--- config.mk ---
export PLATFORM = sky130hd
export DESIGN_NAME = stack_client
export DESIGN_NICKNAME = d
export VERILOG_FILES = /design/src/rtl/stack_client.sv
export SDC_FILE = /design/constraint.sdc
export NUM_CORES = 1
export LEC_CHECK = 0
export CAP_MARGIN = 20
export CORE_UTILIZATION = 43
export CTS_CLUSTER_SIZE = 24
export DETAILED_ROUTE_END_ITERATION = 8
export HOLD_SLACK_MARGIN = 0.12
export PLACE_DENSITY = 0.86
export SLEW_MARGIN = 20
export SYNTH_ARGS = -nofsm -noshare
export SYNTH_HDL_FRONTEND = slang
export SYNTH_SLANG_ARGS = --single-unit
--- constraint.sdc ---
create_clock -name clk -period 2.4 [get_ports clk]
set_input_delay 0.36 -clock clk [delete_from_list [all_inputs] [get_ports clk]]
set_output_delay 0.36 -clock clk [all_outputs]
set_load 0.02 [all_outputs]
--- src/rtl/stack_client.sv ---
// Stack controller: the top-of-stack lives in a register, deeper entries in an
// external pointer-based RAM. A RAM-moving command is followed by one SETTLE cycle.
module stack_client #(
  parameter int WIDTH = 16,
  parameter int DEPTH = 512
) (
  input  logic                       clk,
  input  logic                       rst_n,
  input  logic                       cmd_valid,
  output logic                       cmd_ready,
  input  logic [1:0]                 cmd_op,
  input  logic [WIDTH-1:0]           cmd_data,
  output logic                       rsp_valid,
  output logic [WIDTH-1:0]           rsp_data,
  output logic [WIDTH-1:0]           tos,
  output logic [$clog2(DEPTH):0]     depth,
  output logic                       empty,
  output logic                       full,
  output logic                       err_overflow,
  output logic                       err_underflow,
  input  logic                       err_clr,
  output logic                       stk_we,
  output logic [1:0]                 stk_delta,
  output logic [WIDTH-1:0]           stk_wd,
  input  logic [WIDTH-1:0]           stk_rd
);

  localparam int DW = $clog2(DEPTH) + 1;
  localparam logic [DW-1:0] DEPTH_MAX = DW'(DEPTH);

  localparam logic [1:0] OP_NOP  = 2'b00;
  localparam logic [1:0] OP_PUSH = 2'b01;
  localparam logic [1:0] OP_POP  = 2'b10;
  localparam logic [1:0] OP_REPL = 2'b11;

  typedef enum logic {IDLE, SETTLE} state_t;
  state_t state;

  logic accept, has_two, ram_push, ram_pop, ovf_set, unf_set;

  assign cmd_ready = (state == IDLE);
  // Gate with rst_n so no RAM strobe escapes while reset is held with cmd_valid high.
  assign accept    = rst_n && cmd_valid && cmd_ready;
  assign empty     = (depth == '0);
  assign full      = (depth == DEPTH_MAX);
  assign has_two   = (depth >= DW'(2));

  assign ram_push  = accept && (cmd_op == OP_PUSH) && !empty && !full;
  assign ram_pop   = accept && (cmd_op == OP_POP) && has_two;
  assign stk_we    = ram_push;
  assign stk_delta = ram_push ? 2'b01 : (ram_pop ? 2'b11 : 2'b00);
  assign stk_wd    = tos;

  assign ovf_set   = accept && (cmd_op == OP_PUSH) && full;
  assign unf_set   = accept && ((cmd_op == OP_POP) || (cmd_op == OP_REPL)) && empty;

  always_ff @(posedge clk or negedge rst_n) begin
    if (!rst_n) begin
      state         <= IDLE;
      tos           <= '0;
      depth         <= '0;
      rsp_valid     <= 1'b0;
      rsp_data      <= '0;
      err_overflow  <= 1'b0;
      err_underflow <= 1'b0;
    end else begin
      rsp_valid <= 1'b0;
      state     <= IDLE;
      if (accept) begin
        case (cmd_op)
          OP_PUSH: begin
            if (!full) begin
              tos   <= cmd_data;
              depth <= depth + DW'(1);
              if (!empty) state <= SETTLE;
            end
          end
          OP_POP: begin
            rsp_valid <= 1'b1;
            if (empty) begin
              rsp_data <= '0;
            end else begin
              rsp_data <= tos;
              depth    <= depth - DW'(1);
              if (has_two) begin
                tos   <= stk_rd;
                state <= SETTLE;
              end else begin
                tos <= '0;
              end
            end
          end
          OP_REPL: if (!empty) tos <= cmd_data;
          default: ;
        endcase
      end
      // A new error in the same cycle as err_clr keeps the flag set.
      err_overflow  <= ovf_set | (err_overflow & ~err_clr);
      err_underflow <= unf_set | (err_underflow & ~err_clr);
    end
  end

endmodule

Word level (Yosys, flattened, before mapping)
Index checks and enable logic that the tools add are counted.
{"block": "classes", "muxes": 19, "eq_ne": 7, "addsub": 2, "n_bitwise": 6, "n_reduce_logical": 19, "n_lt_le_gt_ge": 1}
{"operator": "16-bit two-way mux", "count": 5}
{"operator": "16-bit one-hot mux with 3 select lines", "count": 1}
{"operator": "10-bit two-way mux", "count": 2}
{"operator": "10-bit one-hot mux with 2 select lines", "count": 1}
{"operator": "10-bit by 1-bit adder with 10-bit output, second input constant", "count": 1}
{"operator": "10-bit == test, second input constant", "count": 1}
{"operator": "10-bit by 2-bit greater-or-equal comparator with 1-bit output, second input constant", "count": 1}
{"operator": "1-bit logical AND", "count": 10}
{"operator": "10-bit logical NOT", "count": 1}
{"operator": "10-bit by 1-bit subtractor with 10-bit output, second input constant", "count": 1}
{"operator": "1-bit two-way mux", "count": 7}
{"operator": "2-bit inequality test, second input constant", "count": 3}
{"operator": "5-bit AND reduction", "count": 1}
{"operator": "2-bit == test, second input constant", "count": 2}
{"operator": "2-bit two-way mux", "count": 2}
{"operator": "4-bit AND reduction", "count": 1}
{"operator": "3-bit nonzero test", "count": 1}
{"operator": "1-bit AND", "count": 2}
{"operator": "2-bit by 1-bit == test with 1-bit output, second input constant", "count": 1}
{"operator": "1-bit logical NOT", "count": 2}
{"operator": "1-bit inverter", "count": 2}
{"operator": "1-bit bitwise OR", "count": 2}
{"operator": "1-bit one-hot mux with 2 select lines", "count": 1}
{"operator": "2-bit AND reduction", "count": 1}
{"operator": "2 further kinds", "count": 2}
{"block": "totals", "in_bits": 38, "regBits": 46, "elab_cells": 61, "output_inout_bits": 67}

Longest topological paths before layout
{"block": "logic_depth", "ltp_word": 6, "ltp_mapped": 11, "ltp_nobuf": 10}

Least setup slack after synthesis
No wires, ideal clock.
{"block": "synth_path", "kind": "input to register", "from": "input cmd_op[0]", "to": "register depth[8]", "n_path_buf": 1, "setup_time_ps": 124, "cell_stages": 11, "slack_ps": -201, "arrival_ps": 2477, "t_required_ps": 2276, "cell_sequence": "inv_1 -> ha_1 -> clkinv_1 -> clkbuf_1 -> fa_1 -> nor2b_1 -> o31a_1 -> a311o_1 -> a21oi_1 -> xor2_1 -> o21ai_1"}
{"block": "synth_via", "elab_chain_len": 3, "word_cells_on_any_way": 7, "classes_between": "4 x eq/ne; 1 x mux; 2 x reduce/logical"}
{"element": "start: declaration", "line_no": "11", "text": "input logic [1:0] cmd_op,"}
{"element": "2-bit by 1-bit == test with 1-bit output or 2-bit == test (tied branches)", "line_no": "70", "text": "case (cmd_op)"}
{"element": "2-bit inequality test (no line) or 2-bit nonzero test (tied branches)"}
{"element": "4-bit AND reduction (no line)"}
{"element": "end signal: assignment", "line_no": "74", "text": "depth <= depth + DW'(1);"}
{"element": "end signal: assignment", "line_no": "84", "text": "depth <= depth - DW'(1);"}
{"element": "end: declaration", "line_no": "16", "text": "output logic [$clog2(DEPTH):0] depth,"}
Parallel ways exist; a longest one is shown, timed or not.
A chain may end at the register's enable or synchronous reset.

Worst setup path after layout
{"block": "layout_path", "from": "register depth[7]", "to": "output full"}
{"block": "layout_via", "elab_chain_len": 1}
{"element": "10-bit == test", "line_no": "45", "text": "assign full = (depth == DEPTH_MAX);"}
{"element": "end: declaration", "line_no": "18", "text": "output logic full,"}
Every way passes these cells.

==> results.json <==
{
  "pwr-share-comb_pct": 56.0,
  "n_antenna_cell": 0,
  "drv_cap": 0,
  "die_w_um": 78.84,
  "syn-cell-area_um2": 2539,
  "p_switching_mw": 1.563,
  "period_needed_ns": 2.337,
  "synth.avg_cell_area_um2": 9.333,
  "p_leak_nw": 1.714,
  "place.gp.congestion": 0.9372,
  "dieArea_um2": 6215,
  "synth_enable_flop_cells": 0,
  "slew_headroom_pct": 60.28,
  "p_clk_share_pct": 11.4,
  "pwr-share-seq_pct": 32.5,
  "grt_max_degree": 47,
  "row_count": 27,
  "fin_crit_sh_pct": 97.38,
  "timing.hold.ws_ns": 0.1766,
  "detailedRoute.firstIterationViolations": 129,
  "min_path_type": "input port to asynchronous set/reset pin",
  "grt_util_met1_pct": 30.13,
  "drt_drc_violations_left": 0,
  "fin_skew_ns": 0.007086,
  "use_met2_pct": 40.26,
  "area_delta_synth_final_pct": 52.00,
  "synth_cells": 272,
  "vias_per_cell": 5.181,
  "final_common_cell": "clkdlybuf4s50_1",
  "r2r_slack_ns": 0.11,
  "fillers": 458,
  "clk_latency_ns": 0.29,
  "p_sw_share_pct": 40.26,
  "power_per_cell_area_nw_per_um2": 1006,
  "numPortBuffers": 104,
  "cts.clk_slew.worst_paths_ns": 0.09,
  "mostFrequentLayoutCells": "clkdlybuf4s50_1, dfrtp_1, nand2_1",
  "route.vias.total": 2409,
  "top_usage_layer": "met2",
  "synth_nets": 323,
  "cts_made_buffers": 5,
  "reg2reg_from": "depth[1]",
  "critPathMaxFanout": 3,
  "cp-endpoint": "full",
  "num-nets-final": 444,
  "ys_types": 42,
  "pre_cts_ws_ns": -0.2966,
  "synth-warning-count": 0,
  "finalHoldViolations": 0,
  "grt_use_total_pct": 23.29,
  "worst_ep_arrival_time_ns": 1.98,
  "setup-violations-final": 0,
  "p_int_mw": 2.319,
  "slew_viol_final": 0,
  "rsz0062_at_grt": "no",
  "dp.final_hpwl_mm": 5.299,
  "drt_wl_total_mm": 6.950,
  "core_area_um2": 5608,
  "vdd_drop_max_mv": 0.9112,
  "antenna_found_initial": 1,
  "end_kind": "output pin",
  "first_global_vias": 2296,
  "max_freq_mhz": 427.9,
  "start_kind": "flop",
  "clockRootBuffer": "clkbuf_8",
  "ioPinCount": 105,
  "reg2regPathDepth": 8,
  "grt_use_met3_pct": 4.828,
  "tightest_slew_ns": 0.5959,
  "grt-ovfl-total": 0,
  "startpoint": "depth[7]",
  "cts_tree": "yes",
  "post_drt_wl_per_cell_um": 14.95,
  "drt_pass1_iterations": 4,
  "grt_pass1_wl_mm": 11.21,
  "clockBufferDepth": 2,
  "synth_ff_type": "dfrtp_1",
  "reg2reg_to": "stk_wd[11]",
  "outcome": "completed",
  "path_class": "flop to output pin",
  "async_flop_share_pct": 100.0,
  "ys_ff_latch": 46,
  "drive_gt1_share_pct": 15.78,
  "die_h_um": 78.84,
  "synth-seq-area-share_pct": 45.34,
  "ctsHoldBuffers": 0,
  "start_util_pct": 45.27,
  "antenna_left": 0,
  "critPathRequiredTime_ns": 2.04,
  "cts.sinks": 46,
  "htree_levels": 2,
  "fin_ws_ns": 0.06280
}
==> power by group through the flow <==
| stage | combinational, mW | sequential [mW] | clock [mW] |
|---|---|---|---|
| after detailed placement | 2.15 | 1.28 | 0 |
| after global placement | 2.11 | 1.26 | 0 |
| final | 2.17 | 1.26 | 0.444 |
| after CTS | 2.16 | 1.26 | 0.451 |
| after global routing | 2.34 | 1.30 | 0.479 |
| after floorplan | 0.831 | 1.55 | 0 |
==> kinds of logic (layout without fill, tap and decap cells) <==
| kind of cell | Yosys count | in the layout | share of synthesized area [%] |
|---|---|---|---|
| AND/OR/NAND/NOR | 84 | 84 | 15.97 |
| AO/OA/AOI/OAI | 82 | 82 | 19.12 |
| flip-flops | 46 | 46 | 45.34 |
| buffers and inverters | 38 | 159 | 9.659 |
| adder cells (fa/ha/maj) | 13 | 13 | 6.703 |
| XOR/XNOR | 8 | 8 | 2.760 |
| multiplexers | 1 | 1 | 0.4435 |
==> registers in the layout (all words and copies together), names as in the netlist <==
name,cells
depth,10
err_overflow,1
err_underflow,1
rsp_data,16
rsp_valid,1
state,1
stk_wd,16
==> worst min-delay path by stage <==
stage,to,slack (ns),cells after the start
finish,err_overflow,0.18,2
global route,err_underflow,0.24,2
CTS,err_underflow,0.19,2
detailed placement,rsp_data[10],0.47,2
global placement,rsp_data[10],0.46,2
floorplan,depth[0],0.06,0
==> through the flow <==
stage | cells | power (mW) | setup TNS (ns) | instance area [um2] | util [%]
floorplan | 272 | 2.382 | 0 | 2542 | -
global placement | 454 | 3.369 | -0.9338 | 3727 | 66.47
detailed placement | 454 | 3.427 | -1.214 | 3727 | 66.47
CTS | 461 | 3.868 | 0 | 3800 | 67.76
global route | 465 | 4.122 | 0 | 3859 | 68.81
finish | 465 | 3.881 | 0 | 3859 | 68.81
==> worst max-delay path: stages, from the launching register on <==
cell             delay [ns]
dfrtp_1                0.41
or4_4                  0.57
nor3_2                 0.22
and2_1                 0.18
clkdlybuf4s15_1        0.31
==> synth_stat cells (all sizes together) (2+ instances only) <==
cell type | instances | share of area [%]
dfrtp | 46 | 45
nand2 | 44 | 6.5
o21ai | 29 | 5.7
a21oi | 28 | 5.8
buf | 24 | 7.6
nor2 | 20 | 3.2
a22oi | 16 | 4.7
ha | 12 | 5.9
inv | 8 | 1.2
xor2 | 5 | 1.7
clkbuf | 4 | 0.59
nand3 | 3 | 0.79
nor4 | 3 | 1.3
xnor2 | 3 | 1.0
a31oi | 2 | 0.49
and2 | 2 | 0.49
and3 | 2 | 0.49
clkinv | 2 | 0.30
nor2b | 2 | 0.49
o21a | 2 | 0.59
or4 | 2 | 0.89
==> repair_timing <==
item | 4_1_cts | 5_1_grt
pin swaps | 0 | 2
setup buffers | 0 | 4
endpoints found under the hold margin | 0 | 0
setup endpoints to repair | 5 | 26
resized for setup | 5 | 11
==> cell type report <==
cell class | instances | area [um2] | share of cell area, %
Timing Repair Buffer | 142 | 1331 | 34.50
Multi-Input combinational cell | 188 | 1170 | 30.32
Sequential cell | 46 | 1151 | 29.83
Tap cell | 72 | 90.09 | 2.335
Clock buffer | 5 | 68.82 | 1.783
Inverter | 10 | 37.54 | 0.9728
Clock inverter | 2 | 10.01 | 0.2594
==> per-layer routing <==
layer,vias to the layer above,routed length (um)
met5,-,13
met4,2,37
met3,8,498
li1,1168,-
met1,1128,2898
met2,103,3502
Note: power is estimated with default switching activity, not from simulation.
